$ cat src/rtl/muldiv_sequencer.sv
// Iterative 32-step multiply/divide unit that owns the HI/LO pair (MULT/MULTU/DIV/DIVU, MTHI/MTLO, MFHI/MFLO stall).
// Optional `MULDIV_DIVZERO_EN: early divide-by-zero completion with a divzero pulse.
module muldiv_sequencer #(
    parameter int WIDTH = 32,
    parameter int CNT_W = 5
) (
    input  logic             clk,
    input  logic             reset,
    input  logic             start,
    input  logic [1:0]       op,
    input  logic [WIDTH-1:0] srca,
    input  logic [WIDTH-1:0] srcb,
    input  logic             mthi,
    input  logic             mtlo,
    input  logic             rd_hi,
    input  logic             rd_lo,
    output logic             busy,
    output logic             done,
    output logic             stall,
    output logic [WIDTH-1:0] hi,
`ifdef MULDIV_DIVZERO_EN
    output logic             divzero,
`endif
    output logic [WIDTH-1:0] lo
);

    typedef enum logic [1:0] {IDLE, RUN, FIX} state_t;

    localparam logic [CNT_W-1:0] LAST_STEP = CNT_W'(WIDTH - 1);

    state_t             state_q, state_d;
    logic [CNT_W-1:0]   cnt_q;
    logic [WIDTH-1:0]   acc_hi, acc_lo;   // product {hi,lo} or {remainder, quotient}
    logic [WIDTH-1:0]   a_reg, b_reg;     // multiplicand / multiplier-or-divisor magnitudes
    logic               is_div, res_neg, rem_neg;
    logic               dz_start;

    logic [WIDTH-1:0]   a_abs, b_abs;
    logic [WIDTH:0]     sum, rem_sh;
    logic [WIDTH-1:0]   diff;
    logic               ge;
    logic [2*WIDTH-1:0] prod, prod_neg;
    logic [WIDTH-1:0]   fix_hi, fix_lo;

    assign a_abs = (op[0] && srca[WIDTH-1]) ? -srca : srca;
    assign b_abs = (op[0] && srcb[WIDTH-1]) ? -srcb : srcb;

`ifdef MULDIV_DIVZERO_EN
    logic dz_q;
    assign dz_start = op[1] && (srcb == '0);
`else
    assign dz_start = 1'b0;
`endif

    assign busy  = (state_q != IDLE);
    assign stall = busy && (rd_hi || rd_lo);

    // NOTE: every always_comb output gets a default first so no path leaves it unassigned (no latch).
    always_comb begin
        state_d = state_q;
        case (state_q)
            IDLE:    if (start) state_d = dz_start ? FIX : RUN;
            RUN:     if (cnt_q == LAST_STEP) state_d = FIX;
            FIX:     state_d = IDLE;
            default: state_d = IDLE;
        endcase
    end

    always_comb begin
        sum    = {1'b0, acc_hi} + (b_reg[0] ? {1'b0, a_reg} : '0);
        rem_sh = {acc_hi, acc_lo[WIDTH-1]};
        ge     = (rem_sh >= {1'b0, b_reg});
        // Result is below the divisor whenever it is kept, so WIDTH bits suffice.
        diff   = rem_sh[WIDTH-1:0] - b_reg;
    end

    always_comb begin
        prod     = {acc_hi, acc_lo};
        prod_neg = -prod;
        if (is_div) begin
            fix_lo = res_neg ? -acc_lo : acc_lo;
            fix_hi = rem_neg ? -acc_hi : acc_hi;
        end else begin
            {fix_hi, fix_lo} = res_neg ? prod_neg : prod;
        end
`ifdef MULDIV_DIVZERO_EN
        if (dz_q) begin
            fix_hi = acc_hi;
            fix_lo = acc_lo;
        end
`endif
    end

    // NOTE: state registers use non-blocking assignments so all flops update together at the edge.
    always_ff @(posedge clk or posedge reset) begin
        if (reset) state_q <= IDLE;
        else       state_q <= state_d;
    end

    // NOTE: all datapath registers are reset so an aborted operation leaves nothing behind.
    always_ff @(posedge clk or posedge reset) begin
        if (reset) begin
            cnt_q   <= '0;
            acc_hi  <= '0;
            acc_lo  <= '0;
            a_reg   <= '0;
            b_reg   <= '0;
            is_div  <= 1'b0;
            res_neg <= 1'b0;
            rem_neg <= 1'b0;
            hi      <= '0;
            lo      <= '0;
            done    <= 1'b0;
`ifdef MULDIV_DIVZERO_EN
            dz_q    <= 1'b0;
            divzero <= 1'b0;
`endif
        end else begin
            done <= 1'b0;
`ifdef MULDIV_DIVZERO_EN
            divzero <= 1'b0;
`endif
            case (state_q)
                IDLE: begin
                    if (start) begin
                        is_div  <= op[1];
                        res_neg <= op[0] && (srca[WIDTH-1] ^ srcb[WIDTH-1]);
                        rem_neg <= op[0] && srca[WIDTH-1];
                        a_reg   <= a_abs;
                        b_reg   <= b_abs;
                        cnt_q   <= '0;
                        acc_hi  <= '0;
                        acc_lo  <= op[1] ? a_abs : '0;
`ifdef MULDIV_DIVZERO_EN
                        dz_q    <= dz_start;
                        if (dz_start) begin
                            acc_hi <= srca;
                            acc_lo <= '1;
                        end
`endif
                    end else begin
                        if (mthi) hi <= srca;
                        if (mtlo) lo <= srca;
                    end
                end
                RUN: begin
                    cnt_q <= cnt_q + 1'b1;
                    if (is_div) begin
                        acc_hi <= ge ? diff : rem_sh[WIDTH-1:0];
                        acc_lo <= {acc_lo[WIDTH-2:0], ge};
                    end else begin
                        acc_hi <= sum[WIDTH:1];
                        acc_lo <= {sum[0], acc_lo[WIDTH-1:1]};
                        b_reg  <= b_reg >> 1;
                    end
                end
                FIX: begin
                    hi   <= fix_hi;
                    lo   <= fix_lo;
                    done <= 1'b1;
`ifdef MULDIV_DIVZERO_EN
                    divzero <= dz_q;
`endif
                end
                default: ;
            endcase
        end
    end

endmodule

$ cat config.mk
export PLATFORM = sky130hd
export DESIGN_NAME = muldiv_sequencer
export DESIGN_NICKNAME = d
export VERILOG_FILES = /design/src/rtl/muldiv_sequencer.sv
export SDC_FILE = /design/constraint.sdc
export NUM_CORES = 1
export LEC_CHECK = 0
export ABC_AREA = 1
export BUFFER_PORTS_ARGS = -buffer_cell sky130_fd_sc_hd__buf_2
export CAP_MARGIN = 20
export CORE_ASPECT_RATIO = 1.2
export CORE_MARGIN = 2
export CORE_UTILIZATION = 37
export DETAILED_ROUTE_END_ITERATION = 12
export SYNTH_ARGS = -nofsm -noshare
export SYNTH_HDL_FRONTEND = slang
export SYNTH_SLANG_ARGS = --single-unit
$ cat constraint.sdc
create_clock -name clk -period 6.1 [get_ports clk]
set_clock_uncertainty 0.1 [all_clocks]
set_input_delay 0.305 -clock clk [delete_from_list [all_inputs] [get_ports clk]]
set_output_delay 0.305 -clock clk [all_outputs]
set_load 0.02 [all_outputs]
==> results of run 1 <==
[timing repair]
action,CTS,global route
hold buffers,13,0
buffers inserted,0,0
endpoints found under the hold margin,124,0
[power by group]
part           internal, uW  switching (uW)  total (uW)
Combinational          2950            6170        9120
Clock                   914             670        1580
Sequential             2040             788        2830
[per-stage QoR]
step                      instance area (um2)  setup slack, ns  utilization  hold WS (ns)
after floorplan                         18600            0.156            -         0.349
final                                   20900             2.34        0.419       0.00465
after global routing                    20900             1.94        0.419        0.0133
after detailed placement                20000             2.33        0.399         0.366
after CTS                               20900             2.32        0.419       0.00142
after global placement                  20000             2.33        0.399         0.365
[area by class of cell]
cell class                 count  area [um2]
inverter                     407        1540
tap                          644         806
clock buffer                  35         724
fill                        5595       29000
multi-input combinational   2398       11600
clock inverter                10         121
sequential                   203        5080
timing repair buffer         180        1040
[layout by cell type, fill, tap and decap left out, types with 12 or more instances in the layout]
cell type,count
sky130_fd_sc_hd__a21oi_1,150
sky130_fd_sc_hd__a22oi_1,12
sky130_fd_sc_hd__buf_2,139
sky130_fd_sc_hd__buf_4,27
sky130_fd_sc_hd__clkbuf_16,26
sky130_fd_sc_hd__dfrtp_1,202
sky130_fd_sc_hd__dlygate4sd3_1,13
sky130_fd_sc_hd__ha_1,70
sky130_fd_sc_hd__inv_1,391
sky130_fd_sc_hd__inv_2,13
sky130_fd_sc_hd__nand2_1,1062
sky130_fd_sc_hd__nand3_1,251
sky130_fd_sc_hd__nand3b_1,22
sky130_fd_sc_hd__nand4_1,45
sky130_fd_sc_hd__nor2_1,301
sky130_fd_sc_hd__nor3_1,23
sky130_fd_sc_hd__o211ai_1,33
sky130_fd_sc_hd__o21ai_0,248
sky130_fd_sc_hd__o21bai_1,22
sky130_fd_sc_hd__o221ai_1,18
sky130_fd_sc_hd__xnor2_1,23
sky130_fd_sc_hd__xor2_1,43
[tightest hold or removal path, cell delays in order]
cell                      delay [ns]
sky130_fd_sc_hd__buf_2          0.11
sky130_fd_sc_hd__xor2_1         0.09
sky130_fd_sc_hd__nand2_1        0.06
sky130_fd_sc_hd__nand2_1        0.04
sky130_fd_sc_hd__nand2_1        0.05
[cell families (layout without fill, tap and decap cells)]
| logic type | count (synthesis) | in the layout | synth area share |
|---|---|---|---|
| mux | 1 | 1 | 0.000604 |
| simple gates | 1742 | 1742 | 0.387 |
| compound gates | 517 | 517 | 0.155 |
| flops | 203 | 203 | 0.273 |
| buf+inv | 512 | 632 | 0.104 |
| fa+ha+maj | 72 | 72 | 0.0491 |
| xor+xnor | 66 | 66 | 0.0310 |
[worst max-delay path by stage]
stage / from / to
after floorplan: reset / a_reg[0]
after global placement: state_q[0] / b_reg[7]
after detailed placement: state_q[0] / b_reg[13]
after CTS: state_q[0] / b_reg[13]
after global routing: state_q[0] / b_reg[25]
final: state_q[0] / b_reg[12]
[layer usage]
metal | track usage | share of wire | up-vias
li1 | - | - | 10200
met1 | 0.359 | 0.39 | 9675
met2 | 0.521 | 0.48 | 852
met3 | 0.0298 | 0.056 | 239
met4 | 0.181 | 0.071 | 0
met5 | 0 | 0 | -
==> out/results.ini, run 1 <==
[timing]
hold_violations = 0
share_of_the_clock_period_used_by_the_worst_path = 0.616
final-max-slew-violation-count = 0
timing.final.setup_violations = 0
min_period_ns = 3.76
worst_margin_pin_slew_ns = 0.997
slew-limit-headroom = 0.335
grt_setup_unrepaired = false
setup-tns-final_ns = 0
max_freq_mhz = 266

[synth]
synthesis.area_per_instance_um2 = 5.99
dominantRegCellSynth = sky130_fd_sc_hd__dfrtp_1
synth.most_common_cell = sky130_fd_sc_hd__nand2_1
synth_edf_count = 0
netlist_top_cells_area = sky130_fd_sc_hd__dfrtp_1 (27%), sky130_fd_sc_hd__nand2_1 (21%), sky130_fd_sc_hd__inv_1 (7.9%)
ys_seq_area_frac = 0.273
yosys_register_bits = 203
syn-cell-area_mm2 = 0.0186
post_syn_instances = 3113
synth_area_leader_cell = sky130_fd_sc_hd__dfrtp_1
async_flop_share = 1.00
synth.yosys.warnings = 0
ys_types = 54
area_fraction_of_the_dominant_cell_type_after_synthesis = 0.273
number_of_nets_produced_by_synthesis = 3258
synth_top_cells_by_count = sky130_fd_sc_hd__nand2_1 (1063), sky130_fd_sc_hd__inv_1 (393), sky130_fd_sc_hd__nor2_1 (303)

[min_path]
worst_hold_path.num_cells = 5
hold_path.startpoint = srcb[23]
min_delay_worst_endpoint = b_reg[23]
min-delay-path-class = input pin to register

[layout]
final_net_count = 3361
stdcell_count = 3877
area_growth_pct = 12.4
antenna_cells = 0
drive_above_1_share = 0.0789

[place]
placedCellCount = 3818
place_congestion = 1.01
io_buffers = 139
hpwl_um = 64300

[floorplan]
rows = 90
fp.dieW_um = 209
num_io_pins = 140
die-height_um = 250
initial_core_util = 0.373
coreArea_mm2 = 0.0500
die_area_mm2 = 0.0522

[clock_tree]
cts.clk_slew.worst_paths_ns = 0.06
worstSkewPairLatency_ns = 0.59
cts_buffer_depth = 3
clock-sinks = 203
cts_htree_levels = 1
cts_made_buffers = 26
cts_resized = 0
tritoncts = done
ctsRootBufferMaster = sky130_fd_sc_hd__clkbuf_16

[critical_path]
timing_worst_setup_path_type = register to register
worstRegToRegCells = 12
reg2reg_setup_slack_ns = 2.34
rr_endpoint = b_reg[12]
critical_path.max_fanout = 63
timing.critical_path.to_type = register
path_buf_inv = 6
cp.depth = 12
cp_slowest_stage_delay_ns = 0.60
critPathRequiredTime_ns = 6.40
timing.critical_path.cells = nor2_1 > nand2_1 > buf_4 > inv_2 > nor2_4 > buf_4 > inv_1 > nand2_1 > buf_4 > inv_1 > o211ai_1 > o21ai_0
cp_top_family = buffers and inverters
path_common_cell = sky130_fd_sc_hd__buf_4
start_kind = register
timing.critical_path.arrival_ns = 4.06
worstReg2RegStart = state_q[0]
critical_path.slowest_cell = sky130_fd_sc_hd__buf_4

[drt]
detail-route-antenna-nets = 0
first_pass_iters = 7
num_vias = 21000
route.detailed.drc = 0
post_detailed_route_wirelength_per_cell_um = 20.7
drt-total-wl_um = 80100
detailedRoute.firstIterationViolations = 2034
detail_route.vias_per_cell = 5.41

[pwr]
max-vdd-ir-drop_mv = 0.279
p_per_area_mw_per_mm2 = 646
design_power_total_uw = 13500
leakage_uw = 0.0108

[global_route]
global_route_wire_length_before_repair_um = 120000
grt_antenna_before_repair = 1
pin_count_of_the_biggest_net_entering_global_routing = 113
gr-total-overflow = 0
grt_util_all_layers = 0.300
first_global_vias = 20100

[flow_run]
cap_viol_max_count = 0

[status]
result_of_the_run = completed

No activity file was read; power rests on OpenSTA's default activity.
==> run 2: changes to the inputs <==
Clock period 6.1 ns to 3.7 ns, I/O delays scaled along.
==> out/results.ini, run 2 (synthesized netlist as in run 1, its figures left out) <==
[drt]
detailedRoute.firstIterationViolations = 2307  ; was 2034
route.detailed.drc = 0  ; unchanged
post_detailed_route_wirelength_per_cell_um = 19.9  ; was 20.7 um
detail_route.vias_per_cell = 5.38  ; was 5.41
drt-total-wl_um = 78500  ; was 80100 um
num_vias = 21200  ; was 21000
first_pass_iters = 6  ; was 7
detail-route-antenna-nets = 0  ; unchanged

[timing]
final-max-slew-violation-count = 0  ; unchanged
grt_setup_unrepaired = false  ; unchanged
worst_margin_pin_slew_ns = 1.01  ; was 0.997 ns
timing.final.setup_violations = 0  ; unchanged
setup-tns-final_ns = 0  ; unchanged
share_of_the_clock_period_used_by_the_worst_path = 0.906  ; was 0.616
max_freq_mhz = 298  ; was 266 MHz
slew-limit-headroom = 0.324  ; was 0.335
hold_violations = 0  ; unchanged
min_period_ns = 3.35  ; was 3.76 ns

[pwr]
power_frac_comb = 0.688  ; was 0.674
seq_power_share = 0.198  ; was 0.209
design_power_total_uw = 22400  ; was 13500 uW
clock_power_share = 0.114  ; was 0.117
max-vdd-ir-drop_mv = 0.532  ; was 0.279 mV
leakage_uw = 0.0111  ; was 0.0108 uW
power.net_switching_uw = 12500  ; was 7630 uW
power.internal_uw = 9870  ; was 5910 uW
p_per_area_mw_per_mm2 = 1040  ; was 646 mW/mm2
swShare = 0.559  ; was 0.564

[clock_tree]
cts_buffer_depth = 3  ; unchanged
clock-sinks = 203  ; unchanged
tritoncts = done  ; unchanged
cts_made_buffers = 25  ; was 26
cts.clk_slew.worst_paths_ns = 0.06  ; about the same
cts_htree_levels = 1  ; unchanged
worstSkewPairLatency_ns = 0.58  ; was 0.59 ns
ctsRootBufferMaster = sky130_fd_sc_hd__clkbuf_16  ; unchanged

[critical_path]
reg2reg_setup_slack_ns = 0.35  ; was 2.34 ns
start_kind = register  ; unchanged
timing.critical_path.cells = nand2_1 > inv_1 > ha_1 > inv_1 > fa_1 > o21bai_1 > inv_1 > o21bai_1 > nand2_1 > nand2_1 > nand2_1 > nand3_1 > nand2_1 > nand3b_1 > nand2_1  ; was nor2_1 > nand2_1 > buf_4 > inv_2 > nor2_4 > buf_4 > inv_1 > nand2_1 > buf_4 > inv_1 > o211ai_1 > o21ai_0
timing_worst_setup_path_type = register to register  ; unchanged
cp_top_family = compound AO/OA/AOI/OAI gates  ; was buffers and inverters
rr_endpoint = acc_hi[15]  ; was b_reg[12]
cp.depth = 15  ; was 12
cp_slowest_stage_delay_ns = 0.65  ; was 0.60 ns
critPathRequiredTime_ns = 4.09  ; was 6.40 ns
timing.critical_path.arrival_ns = 3.74  ; was 4.06 ns
timing.critical_path.to_type = register  ; unchanged
path_common_cell = sky130_fd_sc_hd__nand2_1  ; was sky130_fd_sc_hd__buf_4
critical_path.slowest_cell = sky130_fd_sc_hd__dfrtp_1  ; was sky130_fd_sc_hd__buf_4
critical_path.max_fanout = 16  ; was 63
worstRegToRegCells = 15  ; was 12
path_buf_inv = 3  ; was 6
worstReg2RegStart = b_reg[0]  ; was state_q[0]

[floorplan]
die-height_um = 250  ; unchanged
num_io_pins = 140  ; unchanged
coreArea_mm2 = 0.0500  ; unchanged
fp.dieW_um = 209  ; unchanged
rows = 90  ; unchanged
die_area_mm2 = 0.0522  ; unchanged
initial_core_util = 0.373  ; unchanged

[global_route]
first_global_vias = 19900  ; was 20100
gr-total-overflow = 0  ; unchanged
use_met1 = 0.370  ; was 0.359
grt.met2_usage = 0.491  ; was 0.521
grt_antenna_before_repair = 0  ; was 1
pin_count_of_the_biggest_net_entering_global_routing = 144  ; was 113
grt_util_all_layers = 0.294  ; was 0.300
global_route_wire_length_before_repair_um = 118000  ; was 120000 um
top_usage_layer = met2  ; unchanged
grtUsageMet3 = 0.0366  ; was 0.0298

[layout]
drive_above_1_share = 0.0818  ; was 0.0789
num-fill-cells = 5516  ; was 5595
antenna_cells = 0  ; unchanged
layout_common_cells = sky130_fd_sc_hd__nand2_1 (1062), sky130_fd_sc_hd__inv_1 (391), sky130_fd_sc_hd__nor2_1 (301)  ; unchanged
stdcell_count = 3943  ; was 3877
layout_commonest_cell = sky130_fd_sc_hd__nand2_1  ; unchanged
area_growth_pct = 15.6  ; was 12.4%
final_net_count = 3426  ; was 3361

[place]
io_buffers = 139  ; unchanged
place_congestion = 1.05  ; was 1.01
placedCellCount = 3837  ; was 3818
hpwl_um = 62600  ; was 64300 um

[min_path]
min_delay_worst_endpoint = b_reg[26]  ; was b_reg[23]
worst_hold_path.num_cells = 5  ; unchanged
min-delay-path-class = input pin to register  ; unchanged
hold_path.startpoint = srcb[26]  ; was srcb[23]

[status]
result_of_the_run = completed  ; unchanged

[flow_run]
cap_viol_max_count = 0  ; unchanged

run 2: timing repair:
item | 4_1_cts | 5_1_grt
hold buffers | 61 | 0
resized for setup | 0 | 0
endpoints found under the hold margin | 281 | 0
buffers inserted | 0 | 0
run 2: routing by layer:
| layer | routed length, um | vias up |
|---|---|---|
| met1 | 32000 | 9731 |
| met3 | 5380 | 194 |
| li1 | - | 10400 |
| met5 | 0 | - |
| met2 | 36400 | 907 |
| met4 | 4740 | 0 |
run 2: final cells by class:
class                           count  area [um2]  share of cell area
Sequential cell                   203        5080               0.236
Clock buffer                       37         711              0.0330
Inverter                          407        1530              0.0712
Timing Repair Buffer              246        1660              0.0772
Multi-Input combinational cell   2398       11600               0.540
Tap cell                          644         806              0.0374
Clock inverter                      8         118             0.00546
run 2: stage by stage:
stage                     instance area, um2  setup slack [ns]  hold WS (ns)   util
after floorplan                        18600             0.785         0.241      -
after global placement                 20100             0.374         0.364  0.402
after detailed placement               20100             0.388         0.371  0.402
after CTS                              21500             0.353        0.0138  0.431
after global routing                   21500             0.154       0.00677  0.431
final                                  21500             0.349        0.0163  0.431
run 2: worst reg2reg max path: stages (launching register included):
cell and delay [ns]:
sky130_fd_sc_hd__dfrtp_1 0.65, sky130_fd_sc_hd__nand2_1 0.11, sky130_fd_sc_hd__inv_1 0.10, sky130_fd_sc_hd__ha_1 0.19, sky130_fd_sc_hd__inv_1 0.08, sky130_fd_sc_hd__fa_1 0.42
sky130_fd_sc_hd__o21bai_1 0.43, sky130_fd_sc_hd__inv_1 0.14, sky130_fd_sc_hd__o21bai_1 0.41, sky130_fd_sc_hd__nand2_1 0.14, sky130_fd_sc_hd__nand2_1 0.09, sky130_fd_sc_hd__nand2_1 0.05
sky130_fd_sc_hd__nand3_1 0.06, sky130_fd_sc_hd__nand2_1 0.05, sky130_fd_sc_hd__nand3b_1 0.19, sky130_fd_sc_hd__nand2_1 0.06
run 2: worst max-delay path by stage:
stage / to / from / slack [ns]
2_1_floorplan: a_reg[0] / reset / 0.78
3_3_place_gp: acc_hi[23] / b_reg[0] / 0.37
3_5_place_dp: acc_hi[23] / b_reg[0] / 0.39
4_1_cts: acc_hi[15] / b_reg[0] / 0.35
5_1_grt: acc_hi[15] / b_reg[0] / 0.15
6_report: acc_hi[15] / b_reg[0] / 0.35
run 2: power groups by stage:
stage | clock network [uW] | logic, uW | registers, uW
floorplan | 0 | 10300 | 4510
finish | 2560 | 15400 | 4430
global route | 2700 | 17200 | 4550
detailed placement | 0 | 15000 | 4430
global placement | 0 | 15100 | 4400
CTS | 2590 | 15200 | 4400
